`config.mk`:
```
export PLATFORM = sky130hd
export DESIGN_NAME = fetch_stage
export DESIGN_NICKNAME = d
export VERILOG_FILES = /design/src/rtl/proc_pkg.sv /design/src/rtl/fetch_fifo.sv /design/src/rtl/fetch_stage.sv
export SDC_FILE = /design/constraint.sdc
export NUM_CORES = 1
export LEC_CHECK = 0
export BUFFER_PORTS_ARGS = -buffer_cell sky130_fd_sc_hd__buf_4
export CORE_MARGIN = 2
export CORE_UTILIZATION = 35
export CTS_BUF_LIST = sky130_fd_sc_hd__clkbuf_2
export CTS_CLUSTER_SIZE = 10
export DETAILED_ROUTE_END_ITERATION = 12
export GPL_TIMING_DRIVEN = 0
export PLACE_DENSITY = 0.58
export SYNTH_ARGS = -nofsm -noshare
export SYNTH_HDL_FRONTEND = slang
export SYNTH_SLANG_ARGS = --single-unit
export TNS_END_PERCENT = 5
```
`constraint.sdc`:
```
create_clock -name clock -period 2.5 [get_ports clock]
set_input_delay 0.5 -clock clock [delete_from_list [all_inputs] [get_ports clock]]
set_output_delay 0.5 -clock clock [all_outputs]
set_load 0.02 [all_outputs]
```
`src/rtl/proc_pkg.sv`:
```
// Shared definitions for the pipelined processor: opcode constants, the NOP
// encoding, the default address width and the fetch issue-FSM state type.
package proc_pkg;

   localparam int ADDR_W_DEF = 8;

   localparam logic [3:0] OP_LOAD     = 4'd0;
   localparam logic [3:0] OP_STOP     = 4'd1;
   localparam logic [3:0] OP_STORE    = 4'd2;
   localparam logic [3:0] OP_SHIFT    = 4'd3;
   localparam logic [3:0] OP_ADD      = 4'd4;
   localparam logic [3:0] OP_BZ       = 4'd5;
   localparam logic [3:0] OP_SUBTRACT = 4'd6;
   localparam logic [3:0] OP_ORI      = 4'd7;
   localparam logic [3:0] OP_NAND     = 4'd8;
   localparam logic [3:0] OP_BNZ      = 4'd9;
   localparam logic [3:0] OP_NOP      = 4'd10;
   localparam logic [3:0] OP_BPZ      = 4'd13;

   localparam logic [7:0] NOP_INSTR = 8'h0A;

   typedef enum logic [1:0] {
      ST_IDLE = 2'd0,
      ST_WAIT = 2'd1,
      ST_HALT = 2'd2
   } fetch_state_e;

   function automatic logic is_stop(input logic [7:0] instr);
      return instr[3:0] == OP_STOP;
   endfunction

endpackage

```
`src/rtl/fetch_fifo.sv`:
```
// Prefetch FIFO of {instruction, address} pairs. DEPTH must be a power of two.
// A pop and a push in the same cycle are both honoured, including when full;
// flush empties the FIFO and overrides any push or pop in that cycle.
module fetch_fifo #(
   parameter int  DEPTH  = 2,
   parameter int  ADDR_W = 8,
   localparam int PTR_W  = $clog2(DEPTH),
   localparam int CNT_W  = PTR_W + 1
) (
   input  logic              clk_i,
   input  logic              rst_ni,
   input  logic              push_i,
   input  logic              pop_i,
   input  logic              flush_i,
   input  logic [7:0]        push_instr_i,
   input  logic [ADDR_W-1:0] push_addr_i,
   output logic [7:0]        head_instr_o,
   output logic [ADDR_W-1:0] head_addr_o,
   output logic              full_o,
   output logic              empty_o,
   output logic [CNT_W-1:0]  count_o
);

   logic [7:0]        instr_mem [DEPTH];
   logic [ADDR_W-1:0] addr_mem  [DEPTH];
   logic [PTR_W-1:0]  wr_ptr_q, rd_ptr_q;
   logic [CNT_W-1:0]  count_q;
   logic              do_push, do_pop;

   assign empty_o      = (count_q == '0);
   assign full_o       = (count_q == CNT_W'(DEPTH));
   assign count_o      = count_q;
   assign do_pop       = pop_i && !empty_o;
   assign do_push      = push_i && (!full_o || do_pop);
   assign head_instr_o = instr_mem[rd_ptr_q];
   assign head_addr_o  = addr_mem[rd_ptr_q];

   // Pointer and occupancy bookkeeping; flush wins over push and pop.
   always_ff @(posedge clk_i or negedge rst_ni) begin
      if (!rst_ni) begin
         wr_ptr_q <= '0;
         rd_ptr_q <= '0;
         count_q  <= '0;
      end else if (flush_i) begin
         wr_ptr_q <= '0;
         rd_ptr_q <= '0;
         count_q  <= '0;
      end else begin
         if (do_push) wr_ptr_q <= wr_ptr_q + PTR_W'(1);
         if (do_pop)  rd_ptr_q <= rd_ptr_q + PTR_W'(1);
         count_q <= count_q + CNT_W'(do_push) - CNT_W'(do_pop);
      end
   end

   // Entry storage write.
   // NOTE: the storage array has no reset; pointers and count alone say which entries are live.
   always_ff @(posedge clk_i) begin
      if (do_push && !flush_i) begin
         instr_mem[wr_ptr_q] <= push_instr_i;
         addr_mem[wr_ptr_q]  <= push_addr_i;
      end
   end

endmodule

```
`src/rtl/fetch_stage.sv`:
```
// Instruction-fetch stage: owns the PC, issues one-at-a-time requests to
// instruction memory, buffers responses in a prefetch FIFO and drives IR1/PC1.
// Optional statistics counters are built when FETCH_STATS_EN is defined.
module fetch_stage
   import proc_pkg::*;
#(
   parameter int                ADDR_W   = ADDR_W_DEF,
   parameter int                DEPTH    = 2,
   parameter logic [ADDR_W-1:0] RESET_PC = '0
) (
   input  logic              clock,
   input  logic              reset,
   input  logic              en_fetch,
   input  logic              ir1_load,
   input  logic              branch,
   input  logic [ADDR_W-1:0] branch_target,
   output logic              imem_req,
   output logic [ADDR_W-1:0] imem_addr,
   input  logic              imem_valid,
   input  logic [7:0]        imem_data,
   output logic [7:0]        ir1,
   output logic [ADDR_W-1:0] pc1,
   output logic              ir1_valid,
   output logic              halted
`ifdef FETCH_STATS_EN
   ,
   output logic [15:0]       stat_fetched,
   output logic [15:0]       stat_bubbles
`endif
);

   localparam int CNT_W = $clog2(DEPTH) + 1;

   fetch_state_e      state_q;
   logic [ADDR_W-1:0] pc_q, imem_addr_q, pc1_q;
   logic              outstanding_q, epoch_q, req_epoch_q, imem_req_q, ir1_valid_q;
   logic [7:0]        ir1_q;

   logic              resp_fire, fifo_push, fifo_pop, load_req, stop_in_ir1, issue;
   logic              fifo_full, fifo_empty;
   logic [7:0]        head_instr;
   logic [ADDR_W-1:0] head_addr;
   logic [CNT_W-1:0]  fifo_count;
   logic [CNT_W:0]    slots_used;

   assign halted      = (state_q == ST_HALT);
   assign imem_req    = imem_req_q;
   assign imem_addr   = imem_addr_q;
   assign ir1         = ir1_q;
   assign pc1         = pc1_q;
   assign ir1_valid   = ir1_valid_q;

   // A response only counts against a request we still consider outstanding.
   assign resp_fire   = imem_valid && outstanding_q;
   assign fifo_push   = resp_fire && (req_epoch_q == epoch_q) && !branch;
   // IR1 keeps a stop instruction until a branch replaces it.
   assign stop_in_ir1 = ir1_valid_q && is_stop(ir1_q);
   assign load_req    = en_fetch && ir1_load && !halted && !stop_in_ir1 && !branch;
   assign fifo_pop    = load_req && !fifo_empty;
   assign slots_used  = {1'b0, fifo_count} + {{CNT_W{1'b0}}, outstanding_q};
   assign issue       = !branch && en_fetch && !halted && !fifo_full &&
                        (!outstanding_q || resp_fire) &&
                        (slots_used < (CNT_W+1)'(DEPTH));

   fetch_fifo #(
      .DEPTH  (DEPTH),
      .ADDR_W (ADDR_W)
   ) u_fifo (
      .clk_i        (clock),
      .rst_ni       (reset),
      .push_i       (fifo_push),
      .pop_i        (fifo_pop),
      .flush_i      (branch),
      .push_instr_i (imem_data),
      .push_addr_i  (imem_addr_q),
      .head_instr_o (head_instr),
      .head_addr_o  (head_addr),
      .full_o       (fifo_full),
      .empty_o      (fifo_empty),
      .count_o      (fifo_count)
   );

   // Issue FSM: PC, outstanding-request tracking, epoch and registered request outputs.
   // NOTE: all state here uses non-blocking assignments so every register samples pre-edge values.
   always_ff @(posedge clock or negedge reset) begin
      if (!reset) begin
         state_q       <= ST_IDLE;
         pc_q          <= RESET_PC;
         outstanding_q <= 1'b0;
         epoch_q       <= 1'b0;
         req_epoch_q   <= 1'b0;
         imem_req_q    <= 1'b0;
         imem_addr_q   <= '0;
      end else begin
         imem_req_q <= issue;
         if (issue) begin
            imem_addr_q   <= pc_q;
            pc_q          <= pc_q + ADDR_W'(1);
            req_epoch_q   <= epoch_q;
            outstanding_q <= 1'b1;
         end else if (resp_fire) begin
            outstanding_q <= 1'b0;
         end

         if (branch) begin
            pc_q    <= branch_target;
            epoch_q <= ~epoch_q;
            // Tag the in-flight request with the old epoch so it can never match
            // again, even when branch stays high and the epoch keeps toggling.
            req_epoch_q <= epoch_q;
            state_q <= (outstanding_q && !resp_fire) ? ST_WAIT : ST_IDLE;
         end else begin
            unique case (state_q)
               ST_IDLE: begin
                  if (stop_in_ir1) state_q <= ST_HALT;
                  else if (issue)  state_q <= ST_WAIT;
               end
               ST_WAIT: begin
                  if (stop_in_ir1)    state_q <= ST_HALT;
                  else if (resp_fire) state_q <= issue ? ST_WAIT : ST_IDLE;
               end
               ST_HALT: state_q <= ST_HALT;
               default: state_q <= ST_IDLE;
            endcase
         end
      end
   end

   // IR1/PC1 register: branch bubble, load from FIFO head, empty-FIFO bubble, or hold.
   always_ff @(posedge clock or negedge reset) begin
      if (!reset) begin
         ir1_q       <= NOP_INSTR;
         pc1_q       <= '0;
         ir1_valid_q <= 1'b0;
      end else if (branch) begin
         ir1_q       <= NOP_INSTR;
         ir1_valid_q <= 1'b0;
      end else if (load_req) begin
         if (!fifo_empty) begin
            ir1_q       <= head_instr;
            pc1_q       <= head_addr;
            ir1_valid_q <= 1'b1;
         end else begin
            ir1_q       <= NOP_INSTR;
            ir1_valid_q <= 1'b0;
         end
      end
   end

`ifdef FETCH_STATS_EN
   // Saturating fetch and bubble counters, frozen while halted.
   always_ff @(posedge clock or negedge reset) begin
      if (!reset) begin
         stat_fetched <= '0;
         stat_bubbles <= '0;
      end else if (!halted) begin
         if (fifo_push && (stat_fetched != 16'hFFFF))
            stat_fetched <= stat_fetched + 16'd1;
         if (en_fetch && ir1_load && fifo_empty && (stat_bubbles != 16'hFFFF))
            stat_bubbles <= stat_bubbles + 16'd1;
      end
   end
`endif

endmodule

```
# After elaboration in Yosys (flattened, before gate mapping)
# Memories as Yosys holds them, arrays and structs flattened. A register that Yosys moved wholly into a read port is not among the register bits.
# Index checks and enable logic that the tools add are counted.
# totals
reg_bits	35
latch_bits	0
ramBits	32
rom_bits	0
input_bits	22
out_inout_bits	27
elab_cells	95
memories	2
# mem_list
name	depth	word_bits	read_ports	rd_ports_with_merged_regs	wr	line	text
u_fifo.addr_mem	2	8	1	1	1	fetch_fifo.sv:25	logic [ADDR_W-1:0] addr_mem [DEPTH];
u_fifo.instr_mem	2	8	1	0	1	fetch_fifo.sv:24	logic [7:0] instr_mem [DEPTH];
# classes
add_sub_neg	6
n_mul	0
n_div	0
order_cmp	1
n_eq_ne	7
shift	0
muxes	27
n_bitwise	3
reduce_logical	37
# op_table
cell	count
$mux 8	5
$logic_and 1x1->1	18
$mux 1	15
$mux 2	6
$reduce_bool 2->1	5
$add 8x1->8 const B	1
$logic_not 1->1	8
$ne 4x4->1 const B	2
$pmux 2 s3	1
$eq 2x2->1 const B	2
$eq 4x1->1 const B	1
$logic_not 2->1	2
$add 2x1->3	1
$lt 3x2->1 const B	1
$not 1->1	3
$reduce_and 3->1	1
$add 1x1->1 const B	2
$add 2x1->2	1
$eq 2x1->1 const B	1
$logic_or 1x1->1	2
$reduce_and 2->1	1
$sub 2x1->2	1
$eq 1x1->1	1

# Depth between registers and ports, before layout
# Gate-level depths: netlist of run 1.
# depth
ltp_word	12
ltp_mapped	11
ltp_nobuf	9

# By module
# A second synthesis of run 1 with hierarchy kept.
# hier_totals
cells_unflattened	216
area_unflattened_um2	3135.5
# by_module_without_submodules
module	instances	cells_each	area_per_inst_um2	seq_area_each_um2
fetch_stage	1	137	1724.2	978.4
fetch_fifo	1	79	1411.4	1061.0

# Worst setup path before layout of run 1
# No wires, ideal clock.
# synth_path
path_kind	register to register
start	register ir1_q[3], in the netlist ir1[3]
end	memory u_fifo.addr_mem[0][0] (enable)
arrival_time_ns	2.305
required_time_ns	2.091
setup_slack_ns	-0.214
path_stages_with_launch	5
n_path_buf	0
cell_sequence	dfstp_2 > nor4b_2 > a21oi_1 > a21oi_1 > nor3_1
# synth_via
elab_chain_len	12
# synth_lines
element	line	text
from (decl)	fetch_stage.sv:37	logic [7:0] ir1_q;
from (signal assigned)	fetch_stage.sv:140	ir1_q <= head_instr;
$eq 4x1->1	proc_pkg.sv:29	return instr[3:0] == OP_STOP;
$logic_and 1x1->1	fetch_stage.sv:57	assign stop_in_ir1 = ir1_valid_q && is_stop(ir1_q);
$logic_not 1->1	fetch_stage.sv:58	assign load_req = en_fetch && ir1_load && !halted && !stop_in_ir1 && !branch;
$logic_and 1x1->1 (2 in a row)	fetch_stage.sv:58	
$logic_and 1x1->1	fetch_stage.sv:59	assign fifo_pop = load_req && !fifo_empty;
$logic_and 1x1->1	fetch_fifo.sv:33	assign do_pop = pop_i && !empty_o;
$logic_or 1x1->1	fetch_fifo.sv:34	assign do_push = push_i && (!full_o || do_pop);
$logic_and 1x1->1	fetch_fifo.sv:34	
$logic_and 1x1->1	fetch_fifo.sv:58	if (do_push && !flush_i) begin
$mux 1	fetch_fifo.sv:58	
$mux 1 (implied by the code)	fetch_fifo.sv:60	addr_mem[wr_ptr_q] <= push_addr_i;
to (decl)	fetch_fifo.sv:25	
# Every way passes these cells.

# Worst setup path in the final report of run 1
# layout_path
start	register state_q[0]
end	memory u_fifo.addr_mem[1][3] (enable)
# layout_via
elab_chain_len	12
# layout_lines
element	line	text
from (decl)	fetch_stage.sv:34	fetch_state_e state_q;
from (signal assigned)	fetch_stage.sv:111	state_q <= (outstanding_q && !resp_fire) ? ST_WAIT : ST_IDLE;
from (signal assigned)	fetch_stage.sv:120	else if (resp_fire) state_q <= issue ? ST_WAIT : ST_IDLE;
$eq 2x2->1	fetch_stage.sv:46	assign halted = (state_q == ST_HALT);
$logic_not 1->1	fetch_stage.sv:58	
$logic_and 1x1->1 (3 in a row)	fetch_stage.sv:58	
$logic_and 1x1->1	fetch_stage.sv:59	
$logic_and 1x1->1	fetch_fifo.sv:33	
$logic_or 1x1->1	fetch_fifo.sv:34	
$logic_and 1x1->1	fetch_fifo.sv:34	
$logic_and 1x1->1	fetch_fifo.sv:58	
$mux 1	fetch_fifo.sv:58	
$mux 1 (implied by the code)	fetch_fifo.sv:60	
# Every way passes these cells.

==> flow_summary_export.csv, run 1 <==
group,metric,value,unit
yosys,ys_dominant_reg_cell,"dfrtp_1",
clocking,cts_root_buf,"clkbuf_2",
placement,io_buffers,48,
clocking,clockBufferDepth,2,
yosys,synthesis.nets,244,
timing,relSlewSlack,40.10,%
run_status,outcome,"completed",
power_and_ir_drop,p_per_area,758.8,nW/um^2
layout,final_nets,309,
yosys,synth_cell_types,46,
placement,place_area,3661,sq um
clocking,clk_latency,0.53,ns
routing,wl,6378,microns
timing,setup-tns-final,0,ns
placement,post-place-ws,-0.1781,ns
run,cap_violations,0,
floorplanning,std_cell_rows,34,
yosys,netlist_area,3133,sq um
setup_path,cp_max_fo,11,
global_routing,antenna_found_initial,0,
global_routing,grt_use_total,13.97,%
power_and_ir_drop,peakVddDrop,275.0,uV
routing,postRouteAntennaNets,0,
floorplanning,die_h,98.61,microns
global_routing,grt_pass1_wl,10410,microns
timing,finClkSkew,0.04676,ns
layout,fin_util,44.07,%
timing,hold_violations,0,
yosys,syn_inst,219,
routing,viasPerCell,4.997,
yosys,ys_seq_elements,75,
timing,slew_viol_final,0,
clocking,htreeDepth,3,
timing,worstMarginPinSlew,0.8759,ns
floorplanning,die_area,9724,sq um
power_and_ir_drop,p_leak,1.615,nW
layout,fin_cells,397,
yosys,ys_seq_area_share,65.10,%
setup_path,required,2.72,ns
clocking,cts_tree,"yes",
routing,wire_per_inst,16.07,microns
routing,num_vias,1984,
yosys,synthTopCellsByArea,"dfrtp_1 33%, edfxtp_1 31%, mux2_2 9.0%",
timing,setup_ws,0.1418,ns
placement,place_inst,377,
yosys,async_flop_share,57.33,%
floorplanning,fp.dieW,98.61,microns
setup_path,critical_path.endpoint_type,"register",
routing,dr.first_iter.drc_count,77,
placement,place_congestion,0.7585,
timing,fmax,0.4241,GHz
layout,area_growth,22.68,%
timing,grt_setup_unrepaired,"yes",
layout,design_area,3844,sq um
yosys,yosysTopAreaCell,"dfrtp_1",
floorplanning,ios,49,
routing,firstDrtPassIters,4,
timing,finalSetupViolations,0,
yosys,yosys_warnings,0,
global_routing,grt_overflow,0,
power_and_ir_drop,power,2.917,mW
yosys,yosysTopAreaCellShare,32.75,%
setup_path,start_kind,"register",
global_routing,grt_pass1_vias,2010,
layout,multi_input_area,1050,sq um
timing,period_share,94.33,%
layout,antenna_cells,0,
placement,dp_hpwl,4353,microns
hold_path,min_path_type,"in -> reg",
setup_path,cp_cell_sequence,"nand2b_1, and3_1, clkbuf_1, a21oi_1, nor3_2, buf_4",
global_routing,grt_max_degree,44,
routing,drc_errors,0,
clocking,cts_buffers,9,
setup_path,crit_arrival,2.58,ns
timing,whs,0.1453,ns
setup_path,cpMaxStageDelayCell,"nor3_2",
timing,fin_crit,2.358,ns
floorplanning,start_util,35.93,%
layout,drive_gt1_share,38.06,%
floorplanning,core_area,8721,sq um
clocking,clkSlewWorstSetupHoldPaths,0.22,ns
clocking,cts_sinks,75,
setup_path,max_stage_delay,0.47,ns
yosys,synth-edff-count,32,
layout,n_fill_cell,805,
yosys,syn_avg_cell_area,14.31,sq um
setup_path,critPathKind,"reg -> reg",
layout,ff_latch_area,2039,sq um
[synth_stat cells, types with 3 or more instances]
library cell / number
a31oi_1: 3
o2bb2ai_1: 6
a21oi_1: 6
nand2_1: 10
dfrtp_1: 41
nor2_1: 8
clkbuf_1: 5
mux2i_1: 9
xnor2_1: 3
nand4_1: 3
o21ai_0: 5
nand3_1: 5
nor3_1: 3
a211o_1: 3
edfxtp_1: 32
ha_1: 3
inv_1: 12
mux2_2: 25
[repair_timing]
item / 4_1_cts / 5_1_grt
endpoints found under the hold margin: 41 / 0
hold buffers: 1 / 0
setup buffers: 0 / 3
gates resized for setup: 3 / 3
endpoints found under the setup margin: 2 / 6
[state kept, by name (all words and copies together), names as in the netlist]
name              cells
imem_req              1
state_q               2
imem_addr             8
u_fifo.rd_ptr_q       1
u_fifo.count_o        2
pc_q                  8
u_fifo.addr_mem      16
pc1                   8
u_fifo.wr_ptr_q       1
ir1_valid             1
ir1                   8
outstanding_q         1
u_fifo.instr_mem     16
req_epoch_q           1
epoch_q               1
[layer usage]
| layer | global-route usage, % | vias up | routed length, microns | part of all wire, % |
|---|---|---|---|---|
| li1 | - | 950 | - | - |
| met3 | 2.411 | 14 | 204 | 3.2 |
| met2 | 22.24 | 37 | 3113 | 49 |
| met1 | 18.39 | 983 | 2914 | 46 |
| met4 | 7.271 | 0 | 146 | 2.3 |
| met5 | 0 | - | 0 | 0 |
[worst max-delay path, delay by kind of cell (launching register included)]
family / cells / cell delay (ns)
AOI/OAI and AO/OA: 1 / 0.22
buffers and inverters: 2 / 0.59
DFF: 1 / 0.41
and+or+nand+nor: 3 / 0.84
[layout by cell type (no fill, tap or decap), drive strengths merged, types with 2 or more instances in the layout]
cell type  count
mux2i          9
nor2           8
a211o          3
a2bb2oi        2
nand2         10
xnor2          3
o22ai          2
nor4b          2
o21ai          5
a31oi          3
o2bb2ai        6
dfrtp         41
edfxtp        32
mux2          26
clkinvlp       3
buf           56
nand3          5
nand4b         2
nand2b         3
nor3           3
a21oi          7
xor2           2
clkbuf        15
dfstp          2
a2111oi        3
ha             3
and3           2
nand4          3
inv           14
[final timing paths]
kind / from / endpoint / slack, ns / cells past startpoint
max: state_q[0] / u_fifo.addr_mem[1][3] / 0.14 / 6
min: imem_data[6] / u_fifo.instr_mem[0][6] / 0.15 / 1
max reg2reg: state_q[0] / u_fifo.addr_mem[1][3] / 0.14 / 6
min reg2reg: ir1[1] / ir1[1] / 0.50 / 2
max in group asynchronous: reset / ir1[1] / 1.59 / 2
min in group asynchronous: reset / pc1[4] / 0.45 / 2
[layout make-up]
cell class	instances	area share [%]
plain buffers	8	1.009
clock buffers	10	1.302
clock inverters	6	1.725
inverters	13	1.270
multi-input cells	123	27.31
flip-flops and latches	75	53.06
well taps	108	3.516
repair buffers	54	10.81
[report_power, final]
part	leakage [nW]	switching (mW)	total, mW	internal [mW]
Combinational	0.716	0.335	0.650	0.315
Clock	0.0646	0.443	0.679	0.235
Sequential	0.834	0.116	1.59	1.47
[kinds of logic (layout without fill, tap and decap cells)]
kind of cell,Yosys count,in the layout,synth area share (%)
flops,75,75,65.10
buf+inv,21,91,2.596
xor+xnor,5,5,1.398
simple gates,42,42,7.668
mux,35,35,12.22
compound gates,38,38,9.825
fa+ha+maj,3,3,1.198
No activity file was read; power rests on OpenSTA's default activity.
==> run 2: changes to the inputs <==
Settings changed: PLACE_DENSITY 0.58 to not set.
==> flow_summary_export.csv, run 2 (synthesized netlist as in run 1, its figures left out) <==
group,metric,value,unit
floorplanning,core_area,8721,sq um
global_routing,grt_max_degree,44,
clocking,cts_buffers,9,
global_routing,grt_overflow,0,
timing,fmax,0.4324,GHz
routing,num_vias,1978,
global_routing,antenna_found_initial,0,
setup_path,r2r_slack,0.19,ns
placement,place_inst,377,
floorplanning,fp.dieW,98.61,microns
floorplanning,die_area,9724,sq um
routing,viasPerCell,5.008,
setup_path,rr_endpoint,"u_fifo.addr_mem[1][2]",
timing,hold_violations,0,
routing,wire_per_inst,16.28,microns
setup_path,rr_startpoint,"ir1[3]",
power_and_ir_drop,power,2.990,mW
routing,postRouteAntennaNets,0,
power_and_ir_drop,p_leak,1.624,nW
timing,slew_viol_final,0,
hold_path,hold_path_depth,1,
setup_path,cp_cell_sequence,"nor4b_4, a21oi_2, a21oi_1, nor3_2, buf_4",
setup_path,required,2.73,ns
hold_path,min_path_type,"in -> reg",
layout,largest_registers,"u_fifo.addr_mem (16), u_fifo.instr_mem (16)",
timing,period_share,92.50,%
setup_path,critical_path.endpoint_type,"register",
layout,layout_commonest_cell,"buf_4",
timing,worstMarginPinSlew,0.8267,ns
clocking,htreeDepth,3,
routing,dr.first_iter.drc_count,89,
placement,place_congestion,0.8095,
layout,n_fill_cell,807,
placement,post-place-ws,-0.2190,ns
timing,relSlewSlack,43.46,%
setup_path,critical_path.top_delay_family,"flip-flops",
timing,setup_ws,0.1875,ns
setup_path,cpMaxStageDelayCell,"dfstp_2",
layout,fin_cells,395,
setup_path,critPathKind,"reg -> reg",
clocking,clockBufferDepth,2,
timing,grt_setup_unrepaired,"no",
layout,drive_gt1_share,37.28,%
layout,antenna_cells,0,
timing,finalSetupViolations,0,
timing,fin_crit,2.312,ns
setup_path,path_buf_inv,1,
floorplanning,start_util,35.93,%
setup_path,cp_max_fo,11,
setup_path,start_kind,"register",
timing,finClkSkew,0.02664,ns
setup_path,max_stage_delay,0.62,ns
layout,area_growth,22.40,%
timing,whs,0.1593,ns
global_routing,grt_pass1_vias,2066,
layout,final_nets,307,
hold_path,holdPathEnd,"u_fifo.instr_mem[0][5]",
setup_path,rr_worst_depth,5,
global_routing,grt_use_total,13.68,%
floorplanning,std_cell_rows,34,
placement,dp_hpwl,4435,microns
power_and_ir_drop,peakVddDrop,230.0,uV
routing,firstDrtPassIters,4,
routing,wl,6431,microns
floorplanning,die_h,98.61,microns
power_and_ir_drop,p_per_area,779.7,nW/um^2
clocking,cts_root_buf,"clkbuf_2",
global_routing,grt_pass1_wl,10340,microns
floorplanning,ios,49,
clocking,clkSlewWorstSetupHoldPaths,0.21,ns
hold_path,min_from,"imem_data[5]",
clocking,cts_sinks,75,
setup_path,crit_arrival,2.54,ns
clocking,clk_latency,0.50,ns
routing,drc_errors,0,
layout,final_cell_mix,"50 x buf_4, 41 x dfrtp_1, 32 x edfxtp_1",
clocking,cts_tree,"yes",
placement,io_buffers,48,
run,cap_violations,0,
run_status,outcome,"completed",
run 2: layer usage:
| layer | vias up | global-route usage (%) | part of all wire [%] |
|---|---|---|---|
| met5 | - | 0 | 0 |
| met4 | 0 | 6.006 | 1.8 |
| met3 | 11 | 2.411 | 2.5 |
| met2 | 26 | 22.76 | 50 |
| met1 | 992 | 17.61 | 46 |
| li1 | 949 | - | - |
run 2: repair_timing:
action	4_1_cts	5_1_grt
setup buffers	0	1
hold endpoints to repair	41	0
gates resized for setup	3	2
setup endpoints to repair	2	2
pin swaps	0	0
hold buffers	1	0
run 2: report_power, final:
group          switching (mW)  internal (mW)  leakage [nW]
combinational           0.335          0.312         0.707
clock                   0.422          0.337        0.0836
sequential              0.112           1.47         0.834
total                   0.869           2.12          1.62
run 2: metrics by stage:
stage	util (%)	cell area [sq um]	setup TNS [ns]
floorplan	-	3133	-6.848
global placement	41.61	3628	-37.92
detailed placement	41.94	3657	-0.4006
CTS	43.74	3815	0
global route	43.97	3835	0
finish	43.97	3835	0
run 2: layout make-up:
class | count | area [sq um] | share of cell area, %
buffer | 8 | 38.79 | 1.011
clock buffer | 11 | 55.05 | 1.436
clock inverter | 5 | 77.57 | 2.023
inverter | 13 | 48.80 | 1.272
multi-input combinational | 123 | 1044 | 27.21
sequential | 75 | 2039 | 53.18
tap | 108 | 135.1 | 3.524
timing repair buffer | 52 | 396.6 | 10.34
run 2: worst register-to-register path, stage by stage, from the launching register on:
cell	delay (ns)
dfstp_2	0.62
nor4b_4	0.07
a21oi_2	0.35
a21oi_1	0.20
nor3_2	0.47
buf_4	0.32
run 2: worst max-delay path by stage:
stage	to	start	depth (start not counted)
5_1_grt	u_fifo.addr_mem[1][2]	ir1[3]	5
4_1_cts	u_fifo.count_o[1]	ir1[3]	10
3_5_place_dp	u_fifo.count_o[0]	branch	9
3_3_place_gp	u_fifo.addr_mem[0][4]	branch	4
6_report	u_fifo.addr_mem[1][2]	ir1[3]	5
2_1_floorplan	u_fifo.addr_mem[0][0]	ir1[3]	4
